`config.mk`:
```
export PLATFORM = sky130hd
export DESIGN_NAME = spi_sensor_slave
export DESIGN_NICKNAME = d
export VERILOG_FILES = /design/src/rtl/spi_sensor_slave.sv
export SDC_FILE = /design/constraint.sdc
export NUM_CORES = 1
export LEC_CHECK = 0
export CAP_MARGIN = 20
export CORE_MARGIN = 1
export CORE_UTILIZATION = 50
export DETAILED_ROUTE_END_ITERATION = 8
export DONT_BUFFER_PORTS = 1
export PLACE_DENSITY = 0.66
export SLEW_MARGIN = 20
export SYNTH_ARGS = -nofsm -noshare
export SYNTH_HDL_FRONTEND = slang
export SYNTH_SLANG_ARGS = --single-unit
```
`constraint.sdc`:
```
create_clock -name clk -period 3.88 [get_ports clk]
set_input_delay 0.194 -clock clk [delete_from_list [all_inputs] [get_ports clk]]
set_output_delay 0.194 -clock clk [all_outputs]
set_load 0.02 [all_outputs]
```
`src/rtl/spi_sensor_slave.sv`:
```
// SPI responder emulating a 16-bit sensor: one MSB-first frame per ss_n low window, fed by a
// one-entry valid/ready holding register. Optional build macro: SPI_SLV_PARITY_EN (bit 0 = parity).
module spi_sensor_slave #(
  parameter int FRAME_W  = 16,
  parameter int DATA_W   = 12,
  parameter int DATA_LSB = 3
) (
  input  logic              clk,
  input  logic              rstn,
  input  logic [DATA_W-1:0] sample_in,
  input  logic              sample_valid,
  output logic              sample_ready,
  input  logic              ss_n,
  input  logic              sclk,
  output logic              miso,
  output logic              miso_oe,
  output logic              busy,
  output logic              frame_done,
  output logic              underrun,
  output logic              state_dbg
);

  localparam int CNT_W = $clog2(FRAME_W + 1);

  typedef enum logic {IDLE = 1'b0, SHIFT = 1'b1} state_t;

  // Sample handshake: sample_in is taken on a clk edge where sample_valid && sample_ready.
  // sample_ready is simply "holding register empty" and does not depend on sample_valid.

  state_t              state_q;
  logic [DATA_W-1:0]   hold_q, last_q;
  logic                hold_full_q;
  logic [FRAME_W-1:0]  shift_q;
  logic [CNT_W-1:0]    fall_cnt_q;
  logic                miso_q, miso_oe_q, busy_q, frame_done_q, underrun_q;
  logic                ss_meta_q, ss_sync_q, ss_prev_q;
  logic                sclk_meta_q, sclk_sync_q, sclk_prev_q;
  logic                ss_fall, ss_rise, sclk_rise, sclk_fall;
  logic [DATA_W-1:0]   start_sample_d;
  logic [FRAME_W-1:0]  start_frame_d;

  function automatic logic [FRAME_W-1:0] build_frame(input logic [DATA_W-1:0] s);
    logic [FRAME_W-1:0] f;
    f = '0;
    f[DATA_LSB +: DATA_W] = s;
`ifdef SPI_SLV_PARITY_EN
    f[0] = ^s;
`endif
    return f;
  endfunction

  // ss_n syncs reset low so a select already active at reset release never looks like a fall.
  always_ff @(posedge clk) begin
    if (!rstn) begin
      {ss_meta_q, ss_sync_q, ss_prev_q}       <= 3'b000;
      {sclk_meta_q, sclk_sync_q, sclk_prev_q} <= 3'b111;
    end else begin
      {ss_meta_q, ss_sync_q, ss_prev_q}       <= {ss_n, ss_meta_q, ss_sync_q};
      {sclk_meta_q, sclk_sync_q, sclk_prev_q} <= {sclk, sclk_meta_q, sclk_sync_q};
    end
  end

  assign ss_fall   =  ss_prev_q   & ~ss_sync_q;
  assign ss_rise   = ~ss_prev_q   &  ss_sync_q;
  assign sclk_rise = ~sclk_prev_q &  sclk_sync_q;
  assign sclk_fall =  sclk_prev_q & ~sclk_sync_q;

  always_comb begin
    start_sample_d = last_q;
    if (hold_full_q)       start_sample_d = hold_q;
    else if (sample_valid) start_sample_d = sample_in;
    start_frame_d = build_frame(start_sample_d);
  end

  always_ff @(posedge clk) begin
    if (!rstn) begin
      state_q      <= IDLE;
      hold_q       <= '0;
      hold_full_q  <= 1'b0;
      last_q       <= '0;
      shift_q      <= '0;
      fall_cnt_q   <= '0;
      miso_q       <= 1'b0;
      miso_oe_q    <= 1'b0;
      busy_q       <= 1'b0;
      frame_done_q <= 1'b0;
      underrun_q   <= 1'b0;
    end else begin
      frame_done_q <= 1'b0;
      underrun_q   <= 1'b0;
      if (sample_valid && !hold_full_q) begin
        hold_q      <= sample_in;
        hold_full_q <= 1'b1;
      end
      case (state_q)
        IDLE: begin
          if (ss_fall) begin
            state_q    <= SHIFT;
            busy_q     <= 1'b1;
            miso_oe_q  <= 1'b1;
            fall_cnt_q <= '0;
            shift_q    <= start_frame_d;
            miso_q     <= start_frame_d[FRAME_W-1];
            // Bypass also lands here: the fresh sample goes straight out, hold stays empty.
            if (hold_full_q || sample_valid) begin
              hold_full_q <= 1'b0;
              last_q      <= start_sample_d;
            end else begin
              underrun_q  <= 1'b1;
            end
          end
        end
        SHIFT: begin
          if (ss_rise) begin
            state_q      <= IDLE;
            busy_q       <= 1'b0;
            miso_oe_q    <= 1'b0;
            miso_q       <= 1'b0;
            frame_done_q <= (fall_cnt_q >= CNT_W'(FRAME_W));
          end else begin
            if (sclk_rise) begin
              shift_q <= {shift_q[FRAME_W-2:0], 1'b0};
              miso_q  <= shift_q[FRAME_W-2];
            end
            if (sclk_fall && (fall_cnt_q < CNT_W'(FRAME_W)))
              fall_cnt_q <= fall_cnt_q + 1'b1;
          end
        end
        default: state_q <= IDLE;
      endcase
    end
  end

  assign sample_ready = ~hold_full_q;
  assign miso         = miso_q;
  assign miso_oe      = miso_oe_q;
  assign busy         = busy_q;
  assign frame_done   = frame_done_q;
  assign underrun     = underrun_q;
  assign state_dbg    = (state_q == SHIFT);

endmodule

```
==> summary.md <==
| Metric | Value |
|---|---|
| Routed WL per cell | `14.4 µm` |
| Layout area overhead | `4.14%` |
| CTS tree | `built` |
| First-pass detailed-route iteration total | `5` |
| Die height | `73.2 µm` |
| Fillers | `488` |
| Diodes inserted | `0` |
| Sequential area share after synthesis | `0.418` |
| Pre-CTS setup slack | `1.91 ns` |
| Yosys warns | `0` |
| Chip width | `73.2 µm` |
| CP Data Arrival Time | `2.23 ns` |
| Slew Viols, Final | `0` |
| Final worst slack | `1.91 ns` |
| Internal power | `0.000744 W` |
| Status | `finished clean` |
| Synth Area per Inst | `9.19 µm²` |
| All-Layer GR Usage | `0.202` |
| Slowest cell on the critical path | `nor2b_1` |
| Routed vias/inst | `5.41` |
| Total wire length | `4820 µm` |
| Cells after Synth | `276` |
| CP Capture Type | `register` |
| Clock sinks | `53` |
| First-pass GRT wire length | `8200 µm` |
| Yosys reg bits | `53` |
| Final Critical Period | `1.97 ns` |
| Final Core Density | `0.549` |
| Post-synth EDFFs | `0` |
| Critical path peak fanout | `28` |
| CTS resizes | `0` |
| Combinational share of power | `0.096` |
| Layout cell share with drive strength beyond 1 | `0.157` |
| Most used DFF post-synth | `dfxtp_1` |
| Async SR Flop Fraction | `0` |
| Initial antenna violation count | `0` |
| Flop pwr share | `0.576` |
| Worst Tran Pin Value | `1.04 ns` |
| Post-DP HPWL | `3290 µm` |
| Hold crit path type | `in2reg` |
| Endpoints failing hold | `0` |
| Num CTS Buffers | `5` |
| Psw | `0.000249 W` |
| Most common cell after layout, fill and taps aside | `dfxtp_1` |
| Critical Path RT | `4.14 ns` |
| Antenna-violating nets left | `0` |
| Total of max-cap violations | `0` |
| IO Count | `24` |
| Static leakage power | `0.928 nW` |
| Synth area leaders | `dfxtp_1 42%, nand2_1 7.5%, mux2_2 4.9%` |
| Crit Path Class | `reg2reg` |
| FP Rows | `25` |
| H-tree Lvls | `2` |
| Design Power | `0.000993 W` |
| Syn nets | `295` |
| Drt initial violations | `73` |
| Clock skew | `0.00984 ns` |
| Setup tns final | `0 ns` |
| Max frequency | `507 MHz` |
| Maximum root-to-sink buffer count | `2` |
| Final hold slack | `0.00654 ns` |
| Distinct cells, synth | `44` |
| Post-route clock period utilization | `0.508` |
| RSZ-0062 raised after global routing | `false` |
| GRT overflow | `0` |
| Routability cong. | `0.804` |
| CP cell instances | `buf_4, nor2_2, nor2_4, nor2b_1, a22o_1` |
| Vias in the first global route | `1,696` |
| Fin nets | `286` |
| Yosys top cell by area | `dfxtp_1` |
| Post-synth top area share | `0.418` |
| Crit start category | `register` |
| CTS root buf | `clkbuf_8` |
| Sw Ratio | `0.250` |
| Largest net degree at the start of global routing | `36` |
| Netlist Area Pre-Place | `2540 µm²` |
| Final setup fails | `0` |
| Pwr/cell area | `376 nW/µm²` |
| Residual DRC | `0` |
| Initial core utilization | `0.527` |
| PortBufs | `0` |
| Slowest stage delay, CP | `0.80 ns` |
| Setup Fix Bufs, Post-CTS | `0` |
| CTS Hold Bufs | `2` |
| Insertion delay of the later-clocked pin in the worst-skew pair | `0.31 ns` |
| Floorplan core area | `4820 µm²` |
| Full die area | `5360 µm²` |
| Most frequent cells in the layout | `53 x dfxtp_1, 51 x nand2_1, 16 x nor2b_1` |
| Max-slew headroom | `0.304` |
| Max IR drop VDD | `0.202 mV` |
| CTS clk-pin slew, worst paths | `0.10 ns` |
| Routed via count | `1,811` |
| Clock power frac | `0.327` |
==> final timing paths <==
| path | from | endpoint | slack (ns) | depth (start not counted) |
|---|---|---|---|---|
| max | hold_full_q | last_q[0] | 1.91 | 5 |
| min reg2reg | sclk_meta_q | sclk_sync_q | 0.42 | 1 |
| min | rstn | ss_meta_q | 0.007 | 1 |
| max reg2reg | hold_full_q | last_q[0] | 1.91 | 5 |
==> sequential cells by signal, summed over array words and instances, names as in the netlist <==
| name | flops |
|---|---|
| miso | 1 |
| fall_cnt_q | 5 |
| frame_done | 1 |
| shift_q | 12 |
| busy | 1 |
| hold_full_q | 1 |
| ss_prev_q | 1 |
| hold_q | 12 |
| state_dbg | 1 |
| underrun | 1 |
| sclk_sync_q | 1 |
| sclk_meta_q | 1 |
| ss_meta_q | 1 |
| last_q | 12 |
| ss_sync_q | 1 |
| sclk_prev_q | 1 |
==> synthesized netlist by cell type, types with 2 or more instances <==
master / number
nor2b_1: 16
and2_1: 6
buf_2: 9
o211ai_1: 8
a32o_1: 3
o2bb2ai_2: 7
ha_1: 2
o21ai_1: 2
o311ai_1: 3
buf_4: 4
o21a_1: 2
nand2_1: 51
o21ai_2: 7
nand4_1: 3
and3_1: 2
mux2i_1: 2
a21boi_1: 11
mux2_2: 11
a21boi_0: 13
nand2b_1: 7
nor2_1: 7
nor3b_2: 2
or3_1: 4
dfxtp_1: 53
clkbuf_1: 6
a21oi_1: 3
o21ai_0: 9
buf_6: 2
inv_1: 4
nand3_1: 3
==> cells by family after synthesis <==
family                   share of synthesized area
AND/OR/NAND/NOR                              0.222
AO/OA/AOI/OAI                                0.236
flip-flops                                   0.418
buffers and inverters                       0.0533
multiplexers                                0.0567
adder cells (fa/ha/maj)                    0.00986
XOR/XNOR                                   0.00345
==> per-stage QoR <==
stage	cell area (µm²)	instances
final	2640	335
after global routing	2640	335
after CTS	2630	334
after detailed placement	2520	324
after global placement	2520	324
after floorplan	2540	276
==> metal layers <==
metal / global-route usage / part of all wire
met1: 0.296 / 0.53
met2: 0.287 / 0.40
met3: 0.0525 / 0.051
met4: 0.0654 / 0.012
met5: 0 / 0
==> final cells by class <==
cell class | instances | area [µm²] | area share
well taps | 67 | 83.8 | 0.0317
repair buffers | 5 | 45.0 | 0.0170
flip-flops and latches | 53 | 1060 | 0.402
multi-input cells | 198 | 1340 | 0.508
inverters | 4 | 15.0 | 0.00568
clock buffers | 6 | 82.6 | 0.0313
clock inverters | 2 | 13.8 | 0.00521
==> critical path, delay by kind of cell (launching register included) <==
family / cells / cell delay [ns]
AO/OA/AOI/OAI: 1 / 0.26
buffers and inverters: 1 / 0.22
AND/OR/NAND/NOR: 3 / 1.12
flip-flops: 1 / 0.31
==> power by group through the flow <==
stage	clock network (W)	registers (W)	logic, W
after floorplan	0	0.000581	0.0000911
after global placement	0	0.000585	0.0000910
after detailed placement	0	0.000585	0.0000922
after CTS	0.000336	0.000573	0.0000954
after global routing	0.000351	0.000575	0.000107
final	0.000325	0.000572	0.0000956
Power figures use the tool's default switching activity.
